--- config.mk ---
export PLATFORM = sky130hd
export DESIGN_NAME = alu_seq_flat
export DESIGN_NICKNAME = d
export VERILOG_FILES = /design/src/rtl/alu_seq_if.sv /design/src/rtl/alu_seq.sv /design/src/flat_wrapper.sv
export SDC_FILE = /design/constraint.sdc
export NUM_CORES = 1
export LEC_CHECK = 0
export CAP_MARGIN = 20
export CORE_MARGIN = 1.5
export CORE_UTILIZATION = 50
export CTS_CLUSTER_DIAMETER = 40
export DETAILED_ROUTE_END_ITERATION = 8
export PLACE_DENSITY = 0.85
export SLEW_MARGIN = 20
export SYNTH_ARGS = -nofsm -noshare
export SYNTH_HDL_FRONTEND = slang
export SYNTH_SLANG_ARGS = --single-unit
--- constraint.sdc ---
create_clock -name clk -period 3.29 [get_ports clk]
set_clock_uncertainty 0.1 [all_clocks]
set_input_delay 0.658 -clock clk [delete_from_list [all_inputs] [get_ports clk]]
set_output_delay 0.658 -clock clk [all_outputs]
set_load 0.01 [all_outputs]
--- src/rtl/alu_seq_if.sv ---
// Operand/result handshake bundle for the slice-serial ALU.
// The producer side (operand file / writeback) uses master, the ALU uses slave.
interface alu_seq_if #(
   parameter int WIDTH = 16
);
   logic             in_valid;
   logic             in_ready;
   logic [WIDTH-1:0] a;
   logic [WIDTH-1:0] b;
   logic [2:0]       opcode;
   logic             cin;
   logic             out_valid;
   logic             out_ready;
   logic [WIDTH-1:0] result;
   logic             flag_c;
   logic             flag_z;
   logic             flag_n;
   logic             flag_v;

   modport master (
      output in_valid, a, b, opcode, cin, out_ready,
      input  in_ready, out_valid, result, flag_c, flag_z, flag_n, flag_v
   );

   modport slave (
      input  in_valid, a, b, opcode, cin, out_ready,
      output in_ready, out_valid, result, flag_c, flag_z, flag_n, flag_v
   );
endinterface

--- src/rtl/alu_seq.sv ---
// Multi-cycle integer ALU: processes SLICE bits per clock LSB-first through a
// registered carry, so a WIDTH-bit operation takes WIDTH/SLICE RUN cycles.
module alu_seq #(
   parameter int WIDTH = 16,
   parameter int SLICE = 4
) (
   input  logic     clk,
   input  logic     rst_n,
   alu_seq_if.slave bus
);
   localparam int NSLICE = WIDTH / SLICE;
   localparam int CW     = (NSLICE > 1) ? $clog2(NSLICE) : 1;
   localparam logic [CW-1:0]    LAST   = CW'(NSLICE - 1);
   localparam logic [WIDTH-1:0] W_MASK = WIDTH'({SLICE{1'b1}});

   localparam logic [2:0] OP_ADD  = 3'b000;
   localparam logic [2:0] OP_SUB  = 3'b001;
   localparam logic [2:0] OP_ADDC = 3'b010;
   localparam logic [2:0] OP_SUBB = 3'b011;
   localparam logic [2:0] OP_AND  = 3'b100;
   localparam logic [2:0] OP_OR   = 3'b101;
   localparam logic [2:0] OP_XOR  = 3'b110;
   localparam logic [2:0] OP_NOTA = 3'b111;

   typedef enum logic [1:0] {S_IDLE, S_RUN, S_DONE} state_t;

   state_t           r_state;
   logic [WIDTH-1:0] r_a;
   logic [WIDTH-1:0] r_b;
   logic [WIDTH-1:0] r_result;
   logic [2:0]       r_op;
   logic             r_carry;
   logic [CW-1:0]    r_cnt;
   logic             r_outValid;
   logic             r_flagC;
   logic             r_flagZ;
   logic             r_flagN;
   logic             r_flagV;

   logic             w_accept;
   logic             w_isArith;
   logic             w_carry0;
   logic             w_subIn;
   logic [31:0]      w_shift;
   logic [SLICE-1:0] w_aSlice;
   logic [SLICE-1:0] w_bSlice;
   logic [SLICE:0]   w_sum;
   logic [SLICE-1:0] w_slice;
   logic [WIDTH-1:0] w_resNext;

   assign bus.in_ready  = (r_state == S_IDLE);
   assign bus.out_valid = r_outValid;
   assign bus.result    = r_result;
   assign bus.flag_c    = r_flagC;
   assign bus.flag_z    = r_flagZ;
   assign bus.flag_n    = r_flagN;
   assign bus.flag_v    = r_flagV;

   assign w_accept  = bus.in_valid && (r_state == S_IDLE);
   assign w_isArith = ~r_op[2];
   assign w_subIn   = (bus.opcode == OP_SUB) || (bus.opcode == OP_SUBB);

   always_comb begin
      w_carry0 = 1'b0;
      case (bus.opcode)
         OP_SUB:           w_carry0 = 1'b1;
         OP_ADDC, OP_SUBB: w_carry0 = bus.cin;
         default:          w_carry0 = 1'b0;
      endcase
   end

   // One narrow adder slice, steered to bits [r_cnt*SLICE +: SLICE] by shifting.
   assign w_shift  = 32'(r_cnt) * 32'(SLICE);
   assign w_aSlice = SLICE'(r_a >> w_shift);
   assign w_bSlice = SLICE'(r_b >> w_shift);
   assign w_sum    = {1'b0, w_aSlice} + {1'b0, w_bSlice} + {{SLICE{1'b0}}, r_carry};

   always_comb begin
      w_slice = '0;
      case (r_op)
         OP_ADD, OP_SUB, OP_ADDC, OP_SUBB: w_slice = w_sum[SLICE-1:0];
         OP_AND:  w_slice = w_aSlice & w_bSlice;
         OP_OR:   w_slice = w_aSlice | w_bSlice;
         OP_XOR:  w_slice = w_aSlice ^ w_bSlice;
         OP_NOTA: w_slice = ~w_aSlice;
         default: w_slice = '0;
      endcase
   end

   assign w_resNext = (r_result & ~(W_MASK << w_shift)) | (WIDTH'(w_slice) << w_shift);

   // Flags are taken from w_resNext on the last slice so they see the full result.
   always_ff @(posedge clk or negedge rst_n) begin
      if (!rst_n) begin
         r_state    <= S_IDLE;
         r_a        <= '0;
         r_b        <= '0;
         r_result   <= '0;
         r_op       <= OP_ADD;
         r_carry    <= 1'b0;
         r_cnt      <= '0;
         r_outValid <= 1'b0;
         r_flagC    <= 1'b0;
         r_flagZ    <= 1'b0;
         r_flagN    <= 1'b0;
         r_flagV    <= 1'b0;
      end else begin
         case (r_state)
            S_IDLE: begin
               if (w_accept) begin
                  r_a     <= bus.a;
                  r_b     <= w_subIn ? ~bus.b : bus.b;
                  r_op    <= bus.opcode;
                  r_carry <= w_carry0;
                  r_cnt   <= '0;
                  r_state <= S_RUN;
               end
            end
            S_RUN: begin
               r_result <= w_resNext;
               r_carry  <= w_sum[SLICE];
               if (r_cnt == LAST) begin
                  r_cnt      <= '0;
                  r_state    <= S_DONE;
                  r_outValid <= 1'b1;
                  r_flagZ    <= (w_resNext == '0);
                  r_flagN    <= w_resNext[WIDTH-1];
                  r_flagC    <= w_isArith & w_sum[SLICE];
                  r_flagV    <= w_isArith & (r_a[WIDTH-1] == r_b[WIDTH-1])
                                          & (w_resNext[WIDTH-1] != r_a[WIDTH-1]);
               end else begin
                  r_cnt <= r_cnt + CW'(1);
               end
            end
            S_DONE: begin
               if (bus.out_ready) begin
                  r_outValid <= 1'b0;
                  r_state    <= S_IDLE;
               end
            end
            default: begin
               r_outValid <= 1'b0;
               r_state    <= S_IDLE;
            end
         endcase
      end
   end
endmodule

--- src/flat_wrapper.sv ---
// flat-port wrapper written by rule: the top's interface ports become plain ports
module alu_seq_flat 
#(
   parameter int WIDTH = 16,
   parameter int SLICE = 4
)
  (clk, rst_n, bus_in_valid, bus_a, bus_b, bus_opcode, bus_cin, bus_out_ready, bus_in_ready, bus_out_valid, bus_result, bus_flag_c, bus_flag_z, bus_flag_n, bus_flag_v);
  alu_seq_if #(.WIDTH(WIDTH)) bus_i ();
  input  logic clk;
  input  logic rst_n;
  input wire logic [$bits(bus_i.in_valid)-1:0] bus_in_valid;
  input wire logic [$bits(bus_i.a)-1:0] bus_a;
  input wire logic [$bits(bus_i.b)-1:0] bus_b;
  input wire logic [$bits(bus_i.opcode)-1:0] bus_opcode;
  input wire logic [$bits(bus_i.cin)-1:0] bus_cin;
  input wire logic [$bits(bus_i.out_ready)-1:0] bus_out_ready;
  output wire logic [$bits(bus_i.in_ready)-1:0] bus_in_ready;
  output wire logic [$bits(bus_i.out_valid)-1:0] bus_out_valid;
  output wire logic [$bits(bus_i.result)-1:0] bus_result;
  output wire logic [$bits(bus_i.flag_c)-1:0] bus_flag_c;
  output wire logic [$bits(bus_i.flag_z)-1:0] bus_flag_z;
  output wire logic [$bits(bus_i.flag_n)-1:0] bus_flag_n;
  output wire logic [$bits(bus_i.flag_v)-1:0] bus_flag_v;
  assign bus_i.in_valid = bus_in_valid;
  assign bus_i.a = bus_a;
  assign bus_i.b = bus_b;
  assign bus_i.opcode = bus_opcode;
  assign bus_i.cin = bus_cin;
  assign bus_i.out_ready = bus_out_ready;
  assign bus_in_ready = bus_i.in_ready;
  assign bus_out_valid = bus_i.out_valid;
  assign bus_result = bus_i.result;
  assign bus_flag_c = bus_i.flag_c;
  assign bus_flag_z = bus_i.flag_z;
  assign bus_flag_n = bus_i.flag_n;
  assign bus_flag_v = bus_i.flag_v;
  alu_seq #(.WIDTH(WIDTH), .SLICE(SLICE)) u_core (.clk(clk), .rst_n(rst_n), .bus(bus_i));
endmodule
# Word level (Yosys, flattened, before mapping)
# Index checks and enable logic that the tools add are counted.
totals:
  regBits: 61
  in_bits: 40
  out_inout_bits: 22
  elab_cells: 78
classes:
  n_addsub: 3
  n_eq_ne: 18
  bitwise: 13
  reduce_logical: 13
  shifts: 4
  mux: 15
ops:
  columns: ["cell", "n"]
  rows:
  - ["16-bit inverter", 2]
  - ["16-bit by 4-bit right shift with 4-bit output", 2]
  - ["4-bit case mux with 5 select lines", 1]
  - ["16-bit AND", 1]
  - ["16-bit logical NOT", 1]
  - ["16-bit 2-to-1 mux", 1]
  - ["16-bit bitwise OR", 1]
  - ["4-bit by 4-bit << shifter with 16-bit output", 1]
  - ["4-bit by 4-bit << shifter with 16-bit output, first input constant", 1]
  - ["3-bit by 2-bit == test with 1-bit output, second input constant", 4]
  - ["3-bit == test, second input constant", 4]
  - ["2-bit 2-to-1 mux", 5]
  - ["3-bit by 1-bit == test with 1-bit output, second input constant", 2]
  - ["2-bit case mux with 3 select lines", 1]
  - ["2-bit AND reduction", 3]
  - ["3-bit AND reduction", 2]
  - ["4-bit by 4-bit adder with 5-bit output", 1]
  - ["5-bit by 1-bit adder with 5-bit output", 1]
  - ["4-bit AND", 1]
  - ["2-bit == test, second input constant", 2]
  - ["2-bit by 1-bit != test with 1-bit output, second input constant", 2]
  - ["4-bit inverter", 1]
  - ["4-bit bitwise OR", 1]
  - ["1-bit case mux with 2 select lines", 2]
  - ["other kinds (18)", 23]

# Depth between registers and ports, before layout
depth:
  word_depth: 8
  depth_mapped: 9

# Least setup slack after synthesis
# No wires, ideal clock.
synth_path:
  path_kind: "reg-to-reg"
  from: "register u_core.r_cnt[0]"
  to: "register u_core.r_flagZ (netlist: u_core.bus.flag_z)"
  required_time_ns: 3.068
  arrival_time_ns: 2.716
  path_stages_with_launch: 10
  setup_slack_ns: 0.352
  path_buffers: 1
  setup_ns: 0.122
  path_cell_list: "dfrtp_1 buf_6 mux4_2 fa_1 inv_1 fa_1 or2b_2 a21oi_1 and3_1 a32o_1"
synth_via:
  elab_chain_cells: 7
  elab_cells_between_ends: 17
  classes_between: "add/sub: 2; eq/ne: 1; shift: 4; mux: 1; bitwise: 7; reduce/logical: 2"
synth_rtl:
  columns: ["element", "line_no", "text"]
  rows:
  - ["start: declaration", "alu_seq.sv:33", "logic [CW-1:0] r_cnt;"]
  - ["start signal: assignment", "alu_seq.sv:132", "r_cnt <= r_cnt + CW'(1);"]
  - ["16-bit by 4-bit right shift with 4-bit output (on tied branches)", "alu_seq.sv:74, alu_seq.sv:75", null]
  - ["4-bit by 4-bit adder with 5-bit output", "alu_seq.sv:76", "assign w_sum = {1'b0, w_aSlice} + {1'b0, w_bSlice} + {{SLICE{1'b0}}, r_carry};"]
  - ["5-bit by 1-bit adder with 5-bit output", "alu_seq.sv:76", null]
  - ["4-bit case mux with 5 select lines", "alu_seq.sv:80", "case (r_op)"]
  - ["4-bit by 4-bit << shifter with 16-bit output", "alu_seq.sv:90", "assign w_resNext = (r_result & ~(W_MASK << w_shift)) | (WIDTH'(w_slice) << w_shift);"]
  - ["16-bit bitwise OR", "alu_seq.sv:90", null]
  - ["16-bit logical NOT", "alu_seq.sv:126", "r_flagZ <= (w_resNext == '0);"]
  - ["end signal: assignment", "alu_seq.sv:126", null]
  - ["end: declaration", "alu_seq.sv:36", "logic r_flagZ;"]
# Parallel ways exist; a longest one is shown, timed or not.
# A chain may end at the register's enable or synchronous reset.

# Worst setup path after layout
# Same ends and word-level chain as after synthesis.

==> out/summary.txt <==
fmax: 344 MHz
GR Overflow Total: 0
fin area: 4000 um^2
Multi-input gate area: 1480 um^2
Die Area: 6790 um^2
post-DP HPWL: 5310 um
vias in the first global route: 2557
DRT Pass-1 Iters: 4
Core Util, Final: 66.8%
Seq cells post-synth: 61
Peak supply drop: 575 uV
asr flop ratio synth: 100%
Max-Cap Viols: 0
commonest non-fill, non-tap cell in the layout: nand2_1
die width: 82.4 um
Initial Utilization: 52.6%
Worst setup EP type: register
GR Util All Layers: 23.7%
# IOs: 62
Worst setup SP type: register
RSZ-0062 raised after global routing: false
H-tree depth: 3
DRC: 0
Pleak: 1.82 nW
die height: 82.4 um
Synth Instances: 324
Final min period: 2.90 ns
Nets: 440
Vias/cell: 5.35
clock sink count: 61
number of warnings issued by yosys: 0
wire length per cell: 15.0 um
clk root buf: clkbuf_8
setup TNS: 0 ns
most frequent cells in the layout: nand2_1 (104), dfrtp_1 (61), clkdlybuf4s50_1 (60)
crit path kind: register to register
port buffer count: 61
slack of the critical path: 0.386 ns
CTS max path bufs: 2
Setup Buffers After CTS: 0
Post-CTS Hold Buffers: 0
area grow syn2layout: 26.9%
Post-Layout Cell Count: 466
Hold Fails Final Rpt: 0
Slew headroom: 46.5%
fin. max-slew vios: 0
Mapped Nets: 378
setup slack at placement: 0.379 ns
CP arrival: 3.04 ns
Worst Tran Pin Value: 0.800 ns
CTS Buf Count: 9
worst-path maximum fanout: 5
Placed Instances: 450
outcome: completed
layout cells sized above 1: 9.21%
largest net degree at the start of global routing: 62
Mean Syn Cell Area: 9.73 um^2
CTS tree: yes
first-pass GRT wire length: 11700 um
sequential fraction of the synthesis area: 48.4%
DRT antenna net count: 0
clk_lat worst skew: 0.35 ns
core box area: 5990 um^2
fin crit share: 88.3%
ys flop type: dfrtp_1
Netlist cell types: 36
Post-Syn Area: 3150 um^2
post_cts resized: 0
final setup fails: 0
initial antenna violation count: 0
clock-pin slew on the worst setup and hold paths: 0.07 ns
placed cell areas: 3790 um^2
Post-synth EDFFs: 0
total power: 4.19 mW
ANT cells: 0
Row Count: 28
1st-iter DRT viols: 139
CP required: 3.42 ns
Layout fillers: 481
Post-Route WL: 7000 um
DR vias: 2491
GPL Wtd Cong: 0.905
Tightest Hold Check Type: input port to asynchronous set/reset pin
Pwr per Cell Area: 1050 nW/um^2
register area: 1530 um^2
Hold Slack: 0.371 ns
[registers in the layout, summed over array words and instances (netlist names)]
signal,cells
u_core.bus.flag_v,1
u_core.r_cnt,2
u_core.bus.flag_z,1
u_core.r_carry,1
u_core.r_state,2
u_core.r_b,16
u_core.r_a,16
u_core.bus.flag_n,1
u_core.bus.result,16
u_core.bus.out_valid,1
u_core.r_op,3
u_core.bus.flag_c,1
[worst paths after layout]
check,depth (start not counted),start,slack [ns],end
max reg2reg,8,u_core.r_cnt[0],0.39,u_core.bus.flag_z
min in group clk,2,u_core.bus.flag_c,0.38,u_core.bus.flag_c
max,8,u_core.r_cnt[0],0.39,u_core.bus.flag_z
min reg2reg,2,u_core.bus.flag_c,0.38,u_core.bus.flag_c
max in group asynchronous,2,rst_n,2.22,u_core.r_state[0]
min,2,rst_n,0.37,u_core.r_a[2]
[layer usage]
metal  GRT usage [%]  wire length [um]
met4            9.66               129
met2            40.7              3540
met5               0                 0
met3            5.60               361
met1            28.6              2970
[power by group]
part | internal [mW] | switching, mW
logic | 0.940 | 1.17
clock network | 0.411 | 0.288
registers | 1.10 | 0.290
total | 2.45 | 1.74
[synth_stat cells, types with 2 or more instances]
| master | number | area share (%) |
|---|---|---|
| xnor2_1 | 17 | 4.7 |
| inv_1 | 13 | 1.5 |
| o31ai_1 | 3 | 0.71 |
| clkbuf_1 | 8 | 0.95 |
| o221ai_1 | 4 | 1.1 |
| nor2_1 | 9 | 1.1 |
| nor3_1 | 2 | 0.32 |
| clkbuf_8 | 2 | 0.87 |
| buf_6 | 3 | 1.1 |
| nor2b_1 | 2 | 0.40 |
| nor2_2 | 2 | 0.40 |
| nor4_1 | 3 | 0.60 |
| nand3_1 | 5 | 0.79 |
| buf_2 | 2 | 0.32 |
| ha_1 | 12 | 4.8 |
| o21ai_0 | 36 | 5.7 |
| a21oi_1 | 4 | 0.64 |
| o22ai_1 | 2 | 0.40 |
| fa_1 | 2 | 1.3 |
| and2_1 | 2 | 0.40 |
| nand2_1 | 104 | 12 |
| dfrtp_1 | 61 | 48 |
| mux2i_1 | 6 | 1.9 |
| mux4_2 | 8 | 5.7 |
[worst max-delay path: stages, from the launching register on]
cell and delay [ns]:
dfrtp_1 0.47, mux4_2 0.59, fa_1 0.44, inv_1 0.09
fa_1 0.39, or2b_2 0.16, a21oi_1 0.11, and3_1 0.20
a32o_1 0.24
[area by class of cell]
cell class | instances | share of cell area [%]
timing repair buffer | 66 | 16.1
clock inverter | 3 | 1.06
inverter | 13 | 1.22
multi-input combinational | 235 | 36.9
tap | 75 | 2.35
clock buffer | 13 | 4.22
sequential | 61 | 38.2
[cells by family (layout without fill, tap and decap cells)]
kind of cell	count (synthesis)	count (layout)	share of synthesized area, %
flip-flops	61	61	48.4
adder cells (fa/ha/maj)	14	14	6.03
buffers and inverters	28	95	4.76
AND/OR/NAND/NOR	133	133	17.3
multiplexers	14	14	7.62
AO/OA/AOI/OAI	57	57	11.2
XOR/XNOR	17	17	4.72
Note: power is estimated with default switching activity, not from simulation.
